### config.mk
export PLATFORM = sky130hd
export DESIGN_NAME = lsu_mem_port
export DESIGN_NICKNAME = d
export VERILOG_FILES = /design/src/rtl/lsu_pkg.sv /design/src/rtl/lsu_byte_lane.sv /design/src/rtl/lsu_mem_port.sv
export SDC_FILE = /design/constraint.sdc
export NUM_CORES = 1
export LEC_CHECK = 0
export ABC_CLOCK_PERIOD_IN_PS = 8780
export CAP_MARGIN = 40
export CORE_MARGIN = 10
export CORE_UTILIZATION = 54
export CTS_CLUSTER_DIAMETER = 150
export DETAILED_ROUTE_END_ITERATION = 6
export PLACE_DENSITY = 0.85
export SETUP_SLACK_MARGIN = 0.1
export SLEW_MARGIN = 10
export SYNTH_ARGS = -nofsm -noshare
export SYNTH_HDL_FRONTEND = slang
export SYNTH_HIERARCHICAL = 1
export SYNTH_SLANG_ARGS = --single-unit
### constraint.sdc
create_clock -name i_clk -period 8.78 [get_ports i_clk]
set_input_delay 1.317 -clock i_clk [delete_from_list [all_inputs] [get_ports i_clk]]
set_output_delay 1.317 -clock i_clk [all_outputs]
set_load 0.01 [all_outputs]
### src/rtl/lsu_pkg.sv
// Shared encodings for the load/store unit: access sizes and FSM states.
package lsu_pkg;

  typedef enum logic [1:0] {
    SZ_BYTE = 2'b00,
    SZ_HALF = 2'b01,
    SZ_WORD = 2'b10,
    SZ_RSVD = 2'b11
  } size_e;

  typedef enum logic [1:0] {
    ST_IDLE,
    ST_ACCESS,
    ST_WRITE,
    ST_RESP
  } state_e;

endpackage

### src/rtl/lsu_byte_lane.sv
// Little-endian lane logic: sub-word store merge and load extract/extend.
// Any size other than byte/half is handled as a full word.
module lsu_byte_lane
  import lsu_pkg::*;
(
  input  logic [31:0] word,
  input  logic [31:0] wdata,
  input  size_e       size,
  input  logic [1:0]  byte_sel,
  input  logic        is_unsigned,
  output logic [31:0] merged,
  output logic [31:0] rdata
);

  logic [7:0]  byte_v;
  logic [15:0] half_v;

  always_comb begin
    merged = word;
    rdata  = word;
    byte_v = word[{byte_sel, 3'b000} +: 8];
    half_v = word[{byte_sel[1], 4'b0000} +: 16];
    case (size)
      SZ_BYTE: begin
        merged[{byte_sel, 3'b000} +: 8] = wdata[7:0];
        rdata = is_unsigned ? {24'h0, byte_v} : {{24{byte_v[7]}}, byte_v};
      end
      SZ_HALF: begin
        merged[{byte_sel[1], 4'b0000} +: 16] = wdata[15:0];
        rdata = is_unsigned ? {16'h0, half_v} : {{16{half_v[15]}}, half_v};
      end
      default: merged = wdata;
    endcase
  end

endmodule

### src/rtl/lsu_mem_port.sv
// Load/store unit driving a word-wide data memory (async read, sync write).
// Optional misalignment trapping is enabled by defining LSU_MISALIGN_TRAP_EN.
module lsu_mem_port
  import lsu_pkg::*;
#(
  parameter int unsigned ADDR_WIDTH     = 32,
  parameter int unsigned MEM_ADDR_WIDTH = 10
) (
  input  logic                      i_clk,
  input  logic                      i_rst,
  input  logic                      i_req_valid,
  output logic                      o_req_ready,
  input  logic                      i_req_we,
  input  logic [1:0]                i_req_size,
  input  logic                      i_req_unsigned,
  input  logic [ADDR_WIDTH-1:0]     i_req_addr,
  input  logic [31:0]               i_req_wdata,
  output logic                      o_rsp_valid,
  input  logic                      i_rsp_ready,
  output logic [31:0]               o_rsp_rdata,
  output logic                      o_rsp_err,
  output logic [MEM_ADDR_WIDTH-1:0] o_mem_addr,
  output logic                      o_mem_w_en,
  output logic [31:0]               o_mem_din,
  input  logic [31:0]               i_mem_dout
);

  localparam int unsigned LA = MEM_ADDR_WIDTH + 2;

  state_e        state, state_nx;
  logic          r_we, r_unsigned, r_err;
  size_e         r_size;
  logic [LA-1:0] r_addr;
  logic [31:0]   r_wdata, r_rdata, r_merged;
  logic [31:0]   lane_merged, lane_rdata;
  size_e         req_size;
  logic          req_err;
  logic          sub_word;
  logic          accept;
  logic          unused_addr_hi;

  assign req_size       = size_e'(i_req_size);
  assign unused_addr_hi = ^i_req_addr[ADDR_WIDTH-1:LA];
  assign sub_word       = (r_size == SZ_BYTE) || (r_size == SZ_HALF);
  assign accept         = (state == ST_IDLE) && i_req_valid;

`ifdef LSU_MISALIGN_TRAP_EN
  assign req_err = (req_size == SZ_RSVD)
                || ((req_size == SZ_HALF) && i_req_addr[0])
                || ((req_size == SZ_WORD) && (i_req_addr[1:0] != 2'b00));
`else
  assign req_err = 1'b0;
`endif

  lsu_byte_lane u_lane (
    .word        (i_mem_dout),
    .wdata       (r_wdata),
    .size        (r_size),
    .byte_sel    (r_addr[1:0]),
    .is_unsigned (r_unsigned),
    .merged      (lane_merged),
    .rdata       (lane_rdata)
  );

  always_ff @(posedge i_clk or posedge i_rst) begin
    if (i_rst) state <= ST_IDLE;
    else       state <= state_nx;
  end

  // Write enable is decoded from state so an async reset drops it at once.
  always_comb begin
    state_nx    = state;
    o_req_ready = 1'b0;
    o_rsp_valid = 1'b0;
    o_mem_w_en  = 1'b0;
    o_mem_din   = '0;
    case (state)
      ST_IDLE: begin
        o_req_ready = 1'b1;
        if (i_req_valid) state_nx = req_err ? ST_RESP : ST_ACCESS;
      end
      ST_ACCESS: begin
        if (r_we && !sub_word) begin
          o_mem_w_en = 1'b1;
          o_mem_din  = r_wdata;
          state_nx   = ST_RESP;
        end else if (r_we) begin
          state_nx = ST_WRITE;
        end else begin
          state_nx = ST_RESP;
        end
      end
      ST_WRITE: begin
        o_mem_w_en = 1'b1;
        o_mem_din  = r_merged;
        state_nx   = ST_RESP;
      end
      ST_RESP: begin
        o_rsp_valid = 1'b1;
        if (i_rsp_ready) state_nx = ST_IDLE;
      end
      default: state_nx = ST_IDLE;
    endcase
  end

  always_ff @(posedge i_clk or posedge i_rst) begin
    if (i_rst) begin
      r_we       <= 1'b0;
      r_unsigned <= 1'b0;
      r_size     <= SZ_BYTE;
      r_addr     <= '0;
      r_wdata    <= '0;
      r_rdata    <= '0;
      r_merged   <= '0;
      r_err      <= 1'b0;
    end else if (accept) begin
      r_we       <= i_req_we;
      r_unsigned <= i_req_unsigned;
      r_size     <= req_size;
      r_addr     <= i_req_addr[LA-1:0];
      r_wdata    <= i_req_wdata;
      r_rdata    <= '0;
      r_err      <= req_err;
    end else if (state == ST_ACCESS) begin
      if (r_we) r_merged <= lane_merged;
      else      r_rdata  <= lane_rdata;
    end
  end

  assign o_mem_addr  = r_addr[LA-1:2];
  assign o_rsp_rdata = r_rdata;
  assign o_rsp_err   = r_err;

endmodule

# ---- Word level (Yosys, flattened, before mapping)
# Index checks and enable logic that the tools add are counted.
dict set report op_classes {
  add_sub_neg 2
  n_eq_ne 7
  n_shift 6
  muxes 20
  bitwise_logic 1
  reduce_logical 10
}
# operator n
set op_table {}
lappend op_table {{32-bit two-way mux} 6}
lappend op_table {{32-bit case mux with 2 select lines} 3}
lappend op_table {{32-bit bitwise mux} 2}
lappend op_table {{16-bit by 7-bit variable shift with 32-bit output, first input constant} 1}
lappend op_table {{8-bit by 7-bit variable shift with 32-bit output, first input constant} 1}
lappend op_table {{16-bit by 7-bit indexed part select with 32-bit output} 1}
lappend op_table {{32-bit by 6-bit indexed part select with 16-bit output} 1}
lappend op_table {{32-bit by 6-bit indexed part select with 8-bit output} 1}
lappend op_table {{8-bit by 7-bit indexed part select with 32-bit output} 1}
lappend op_table {{5-bit negator with 7-bit output} 2}
lappend op_table {{2-bit case mux with 4 select lines} 1}
lappend op_table {{1-bit two-way mux} 5}
lappend op_table {{2-bit by 1-bit equality test with 1-bit output, second input constant} 2}
lappend op_table {{2-bit equality test, second input constant} 2}
lappend op_table {{2-bit zero test} 2}
lappend op_table {{2-bit two-way mux} 2}
lappend op_table {{2-bit != test, second input constant} 2}
lappend op_table {{2-bit AND reduction} 2}
lappend op_table {{3-bit AND reduction} 1}
lappend op_table {{1-bit logical AND} 2}
lappend op_table {{2-bit by 1-bit != test with 1-bit output, second input constant} 1}
lappend op_table {{1-bit case mux with 2 select lines} 1}
lappend op_table {{2-bit nonzero test} 1}
lappend op_table {{1-bit zero test} 1}
lappend op_table {{2 further kinds} 2}
dict set report word_totals {
  reg_bits 114
  in_bits 104
  out_inout_bits 78
  wordCells 54
}

# ---- Logic depth before layout (Yosys ltp)
dict set report logic_depth {
  ltp_word 6
  ltp_mapped 9
  depth_no_buf 6
}

# ---- By module
# The synthesis kept the hierarchy.
# mod n_inst cells_per_inst area_each_um2 seq_area_each_um2
set by_module_without_submodules {}
lappend by_module_without_submodules {lsu_mem_port 1 353 4991.0 2852.7}
lappend by_module_without_submodules {lsu_byte_lane 1 287 2082.0 0.0}

# ---- Worst setup path before layout
# No wires, ideal clock.
dict set report synth_timing {
  kind {reg-to-output}
  start {reg state[1]}
  end {out o_mem_din[19]}
  arrival_time_ns 1.459
  t_required_ns 7.463
  slack_ns 6.004
  stages_incl_launch_ff 8
  path_buffers 2
  cell_sequence {dfrtp_1 -> inv_1 -> ha_1 -> and3_1 -> clkbuf_1 -> buf_2 -> a22oi_1 -> nor2b_1}
}
dict set report synth_via {
  elab_chain_len 2
  elab_cells_between_ends 3
  cone_classes {eq/ne: 2; mux: 1}
}
# item line
set synth_lines {}
lappend synth_lines {{from (decl)} lsu_mem_port.sv:30} ;# state_e state, state_nx;
lappend synth_lines {{from (signal assigned)} lsu_mem_port.sv:67} ;# else state <= state_nx;
lappend synth_lines {{2-bit equality test or 2-bit by 1-bit equality test with 1-bit output (tied branches)} lsu_mem_port.sv:77} ;# case (state)
lappend synth_lines {{32-bit case mux with 2 select lines *} lsu_mem_port.sv:77}
lappend synth_lines {{to (decl)} lsu_mem_port.sv:24} ;# output logic [31:0] o_mem_din,
# Every way passes the cells marked *; elsewhere a longest branch is shown, timed or not.

# ---- Worst setup path in the final report
dict set report layout_timing {
  start {reg r_size[1]}
  end {out o_mem_din[0]}
}
dict set report layout_via {
  elab_chain_len 6
  elab_cells_between_ends 7
  cone_classes {eq/ne: 1; mux: 2; reduce/logical: 4}
}
# item line
set layout_lines {}
lappend layout_lines {{from (decl)} lsu_mem_port.sv:32} ;# size_e r_size;
lappend layout_lines {{from (signal assigned)} lsu_mem_port.sv:119} ;# r_size <= req_size;
lappend layout_lines {{2-bit by 1-bit equality test with 1-bit output or 2-bit zero test (tied branches)} lsu_mem_port.sv:44} ;# assign sub_word = (r_size == SZ_BYTE) || (r_size == SZ_HALF);
lappend layout_lines {{1-bit logical OR *} lsu_mem_port.sv:44}
lappend layout_lines {{1-bit zero test *} lsu_mem_port.sv:83} ;# if (r_we && !sub_word) begin
lappend layout_lines {{1-bit logical AND *} lsu_mem_port.sv:83}
lappend layout_lines {{32-bit two-way mux *} lsu_mem_port.sv:83}
lappend layout_lines {{32-bit case mux with 2 select lines *} lsu_mem_port.sv:77}
# Marked as above.

==> qor.txt <==
CP dominant cell by count = buf_4
Core Area = 0.01272 mm²
Port Buf Inserts = 160
Tmin final = 4302 ps
final worst clock skew = 6.789 ps
Die W = 134.4 µm
Int Pwr = 2182 µW
Mapped Cells = 640
Max Transition Viols Final = 0
Final period util = 0.4900
fraction of power spent switching nets = 0.4082
final hold vios = 0
largest net degree at the start of global routing = 75
WL final = 24.58 mm
Overall Power = 3686 µW
Slowest-stage cell, CP = buf_4
# clock sinks = 114
area grow syn2layout = 29.90%
most frequent cell after synthesis = dfrtp_1
Max-slew headroom = 0.3706
violated checks = DRC
net count after synthesis = 754
row count = 41
Starting Density = 0.5560
ranking of synthesized cells by area = dfrtp_1 (40%), mux2_2 (9.7%), mux2_4 (6.4%)
hpwl dp = 16.89 mm
Hold-fix buffers, CTS = 0
min-delay worst type = register to register
die area = 0.01808 mm²
Comb pwr share = 0.548
DRC viols = 1
CP Data Required Time = 7460 ps
Via Count = 6242
Clk pin slew, worst setup/hold paths = 50 ps
cts repair resizes = 0
Commonest cells post-synth = dfrtp_1 (114), mux2_2 (61), a22oi_1 (49)
Post-synth EDFFs = 0
status = complete, but fails checks
Bufs and invs on worst path = 3
Layout Utilization = 0.7222
ys flop type = dfrtp_1
initial antenna violation count = 1
initial DRC count = 1072
clock share of power = 0.175
n_diodes = 0
crit start category = register
Clk Latency, worst-skew pair = 420 ps
# setup viols final = 0
Clock Tree Buf Depth = 2
die height = 134.4 µm
P per Cell Area = 401.2 mW/mm²
vias per inst = 6.598
post-synth top area cell = dfrtp_1
cts bufs inserted = 17
worst path arrival time = 2990 ps
H-tree depth = 4
CTS tree = done
Critical Path Fanout Max = 74
# fillers = 934
crit path kind = register to primary output
post-synth top area share = 0.4033
Max rail drop VDD = 0.0002280 V
library cells used by synthesis = 57
Mean Syn Cell Area = 11.05 µm²
asr flop ratio synth = 1.000
setup TNS = 0 ps
layout cells sized above 1 = 0.1964
yosys warns = 6
Psw = 1505 µW
RSZ-0062 raised after global routing = no
FF+latch count, synth = 114
first-pass GRT wire length = 38.47 mm
Post-DRT Antenna Nets = 0
Layout Nets = 876
GPL Wtd Cong = 0.8962
Max Clk Rate = 0.2324 GHz
TritonRoute pass-1 iters = 7
slew at the pin closest to its max-slew limit = 944.1 ps
I/O pins = 182
CP top delay family = buffers and inverters
Leak = 0.003752 µW
Global Route Usage Sum = 0.2703
CP Cell Sequence = buf_4 > and3_1 > buf_4 > a22oi_1 > nor2b_1 > clkdlybuf4s50_1
sequential power share = 0.277
max cap viols = 0
CTS root buffer = clkbuf_16
vias in the first global route = 6414
max incr delay on CP = 630 ps
crit end category = primary output
WL/cell = 25.99 µm
# Post-CTS Setup Buffers = 0
sequential area share after synthesis = 0.4033
total gr overflow = 0
Syn Std Cell Area = 0.007073 mm²
## cell usage in the layout (no fill, tap or decap), drive strengths merged, types with 8 or more instances in the layout
master / count
a22oi: 49
o211ai: 8
mux2i: 16
a221o: 21
ha: 10
inv: 10
nand3: 17
a31oi: 9
mux2: 91
clkdlybuf4s50: 160
clkbuf: 21
o21ai: 26
a22o: 46
a2bb2oi: 8
nor2b: 37
nand4: 15
buf: 13
nand2: 32
dfrtp: 114
## metrics by stage
step / worst slack, ps / hold slack (ps) / instances / area (µm²)
floorplan: 4447 / 480.7 / 640 / 7073
global placement: 4975 / 485.7 / 912 / 8578
detailed placement: 4960 / 495.1 / 915 / 8641
CTS: 4480 / 506.5 / 946 / 9188
global route: 4319 / 522.5 / 946 / 9188
finish: 4478 / 503.7 / 946 / 9188
## final timing paths
check	start	endpoint	slack [ps]	cells after the start
worst max-delay path	r_size[1]	o_mem_din[0]	4480	6
worst min-delay path	r_addr[6]	r_addr[6]	500	1
worst max register to register	r_addr[0]	r_merged[1]	5530	6
worst min register to register	r_addr[6]	r_addr[6]	500	1
max in group asynchronous	i_rst	r_wdata[16]	6190	3
min in group asynchronous	i_rst	state[0]	1370	2
## cell type report
cell class,instances,area (µm²),area share
flip-flops and latches,114,2855,0.3108
clock buffers,21,460.4,0.05012
inverters,10,40.04,0.004358
repair buffers,173,1739,0.1893
multi-input cells,446,3791,0.4126
well taps,172,215.2,0.02342
clock inverters,10,86.33,0.009397
## flip-flops by register name, summed over array words and instances, names as in the netlist
signal and cells:
r_we 1, r_wdata 32, o_rsp_rdata 32, r_size 2, r_addr 12, r_merged 32
state 2, r_unsigned 1
## power by group through the flow
| stage | Combinational [µW] | Sequential [µW] | Clock [µW] |
|---|---|---|---|
| final | 2020 | 1020 | 644 |
| after global routing | 2160 | 1040 | 672 |
| after CTS | 2010 | 1010 | 650 |
| after detailed placement | 1980 | 1010 | 0 |
| after global placement | 1890 | 1000 | 0 |
| after floorplan | 1430 | 927 | 0 |
## routing by layer
metal  GRT usage  vias to the layer above  part of all wire
met5           0                        -           0.00057
met4      0.1016                        2             0.029
met1      0.3483                     3116              0.41
met2      0.4279                      387              0.47
met3     0.06721                       60             0.083
li1            -                     2677                 -
## kinds of logic (layout without fill, tap and decap cells)
logic type               after synthesis  after routing  synth area share
AND/OR/NAND/NOR                      147            147            0.1298
other                                  1              1         0.0005302
buffers and inverters                 80            214           0.06173
adder cells (fa/ha/maj)               10             10           0.01769
AO/OA/AOI/OAI                        180            180            0.1985
multiplexers                         108            108            0.1884
flip-flops                           114            114            0.4033
Note: power is estimated with default switching activity, not from simulation.
==> RTL edit: new RTL, same flow settings <==
The 4 states of `state_e` get a one-hot encoding in 4 bits.
--- a/src/rtl/lsu_pkg.sv
+++ b/src/rtl/lsu_pkg.sv
@@ -8,11 +8,11 @@
     SZ_RSVD = 2'b11
   } size_e;
 
-  typedef enum logic [1:0] {
-    ST_IDLE,
-    ST_ACCESS,
-    ST_WRITE,
-    ST_RESP
+  typedef enum logic [3:0] {
+    ST_IDLE   = 4'b0001,
+    ST_ACCESS = 4'b0010,
+    ST_WRITE  = 4'b0100,
+    ST_RESP   = 4'b1000
   } state_e;
 
 endpackage
Formal check against the unedited RTL: no difference found for any inputs over 4 cycles, from zero or initial values and one cycle with i_rst high; so few cycles prove little.
==> RTL edit against the unedited design <==
- wire length shrank 9.5%
- die area shrank 2.9%
- worst setup slack lost 0.12 ns
- final area shrank 1.6%
- synthesized area shrank 3.4%
- sequential cell count grew 2
- register-to-register slack gained 0.08 ns
- critical path depth is the same
- total power shrank 8.8%
- via count shrank 4.7%
- final cell count shrank 3.2%
- clock power grew 14%
- count of clock-buffer cells in the layout grew 1
- critical path type unchanged
- highest routed layer is now met4
==> RTL edit: results (changes against the unedited design) <==
FIRSTDRTPASSITERS=6  # -1
MULTIPLEXER_FRACTION_OF_THE_SYNTHESIZED_CELL_AREA_PCT=17.4  # -1.5 points
DETAIL_ROUTE.WIRELENGTH.MET1_MM=8.97  # -12%
VIAS=5950  # -4.7%
YOSYSSEQAREASHARE_PCT=42.5  # +2.2 points
TOTAL_LEAKAGE_POWER_nW=3.66  # -2.5%
OVERALL_GLOBAL_ROUTING_USAGE_PCT=24.6  # -2.4 points
SYN-INSTANCE-COUNT=605  # -5.5%
DPL.HPWL_MM=15.5  # -8.3%
ROUTE.MET3.WL_MM=2.04  # -0.54%
REG2REG_SETUP_SLACK_NS=5.61  # +0.08 ns
GLOBAL_ROUTE_WIRE_LENGTH_BEFORE_REPAIR_MM=34.6  # -10%
FINAL_NETS=841  # -4.0%
DP_CELLS=885  # -3.3%
FIRST_ITER_VIOLATIONS=604  # -44%
NETLIST_TOP_CELLS_AREA='sky130_fd_sc_hd__dfrtp_1 42%, sky130_fd_sc_hd__mux2_2 13%, sky130_fd_sc_hd__a22o_1 10%, sky130_fd_sc_hd__a221o_1 3.1%, sky130_fd_sc_hd__buf_4 2.3%'
ANTENNA_FOUND_INITIAL=0  # -1
GRT.MET2_USAGE_PCT=39.5  # -3.3 points
POSTPLACECELLAREA_UM2=8410  # -2.6%
R2R-END='r_merged[6]'
GROUTE.LAYER.MET1.USAGE_PCT=30.4  # -4.4 points
HIGHEST-SIGNAL-LAYER='met4'
IR_WORST_VDD_V=0.000226  # -0.81%
ROUTE.DETAILED.VIAS_PER_INST=6.50  # -1.6%
MET2WIRELENGTH_MM=10.4  # -11%
GP_CONGESTION=0.899  # +0.26%
RUN_STATUS='completed'
POST_DRT_WL_PER_CELL_UM=24.3  # -6.5%
SYNTH_COMMONEST_CELLS='115 x sky130_fd_sc_hd__dfrtp_1, 80 x sky130_fd_sc_hd__mux2_2, 78 x sky130_fd_sc_hd__a22o_1'
INTERNAL_POWER_mW=2.06  # -5.6%
COMPOUND_GATE_PORTION_OF_THE_SYNTHESIZED_AREA_PCT=21.1  # +1.3 points
WORST_CLOCK_SKEW_NS=0.00870  # +0.00192 ns
GRT_PASS1_VIAS=6121  # -4.6%
RTL edit: cell types whose count changed in the layout (fill, tap and decap cells not counted), sizes merged, moves of 3 or more:
cell    unedited run  this run
bufinv             1         4
nor3               5         8
a22oi             49        17
ha                10         5
mux2              91        88
nor4b              2         5
a22o              46        78
nor2b             37         4
RTL edit: metrics by stage:
| stage | power, mW | setup WS (ns) |
|---|---|---|
| 6_report | 3.36 | 4.36 |
| 5_1_grt | 3.53 | 4.24 |
| 4_1_cts | 3.34 | 4.37 |
| 3_5_place_dp | 2.59 | 4.83 |
| 3_3_place_gp | 2.51 | 4.86 |
| 2_1_floorplan | 2.10 | 4.39 |
RTL edit: worst min-delay path by stage:
| stage | from | to | depth (start not counted) |
|---|---|---|---|
| 2_1_floorplan | r_size[1] | state[2] | 1 |
| 3_3_place_gp | r_merged[23] | r_merged[23] | 1 |
| 3_5_place_dp | o_rsp_rdata[30] | o_rsp_rdata[30] | 1 |
| 4_1_cts | r_merged[14] | r_merged[14] | 1 |
| 5_1_grt | o_rsp_rdata[1] | o_rsp_rdata[1] | 1 |
| 6_report | o_rsp_rdata[27] | o_rsp_rdata[27] | 1 |
RTL edit: final cells by class:
cell class | count | area [um^2]
repair buffers | 172 | 1730
multi-input cells | 417 | 3530
clock inverters | 9 | 151
fillers | 925 | 3480
inverters | 8 | 32.5
clock buffers | 22 | 474
well taps | 172 | 215
flip-flops and latches | 116 | 2910
RTL edit: worst register-to-register path, delay by kind of cell (launching register included):
family / cells / cell delay [ns]
AO/OA/AOI/OAI: 2 / 0.75
adder cells (fa/ha/maj): 1 / 0.70
buffers and inverters: 1 / 0.29
flip-flops: 1 / 0.94
multiplexers: 1 / 0.27
AND/OR/NAND/NOR: 1 / 0.09
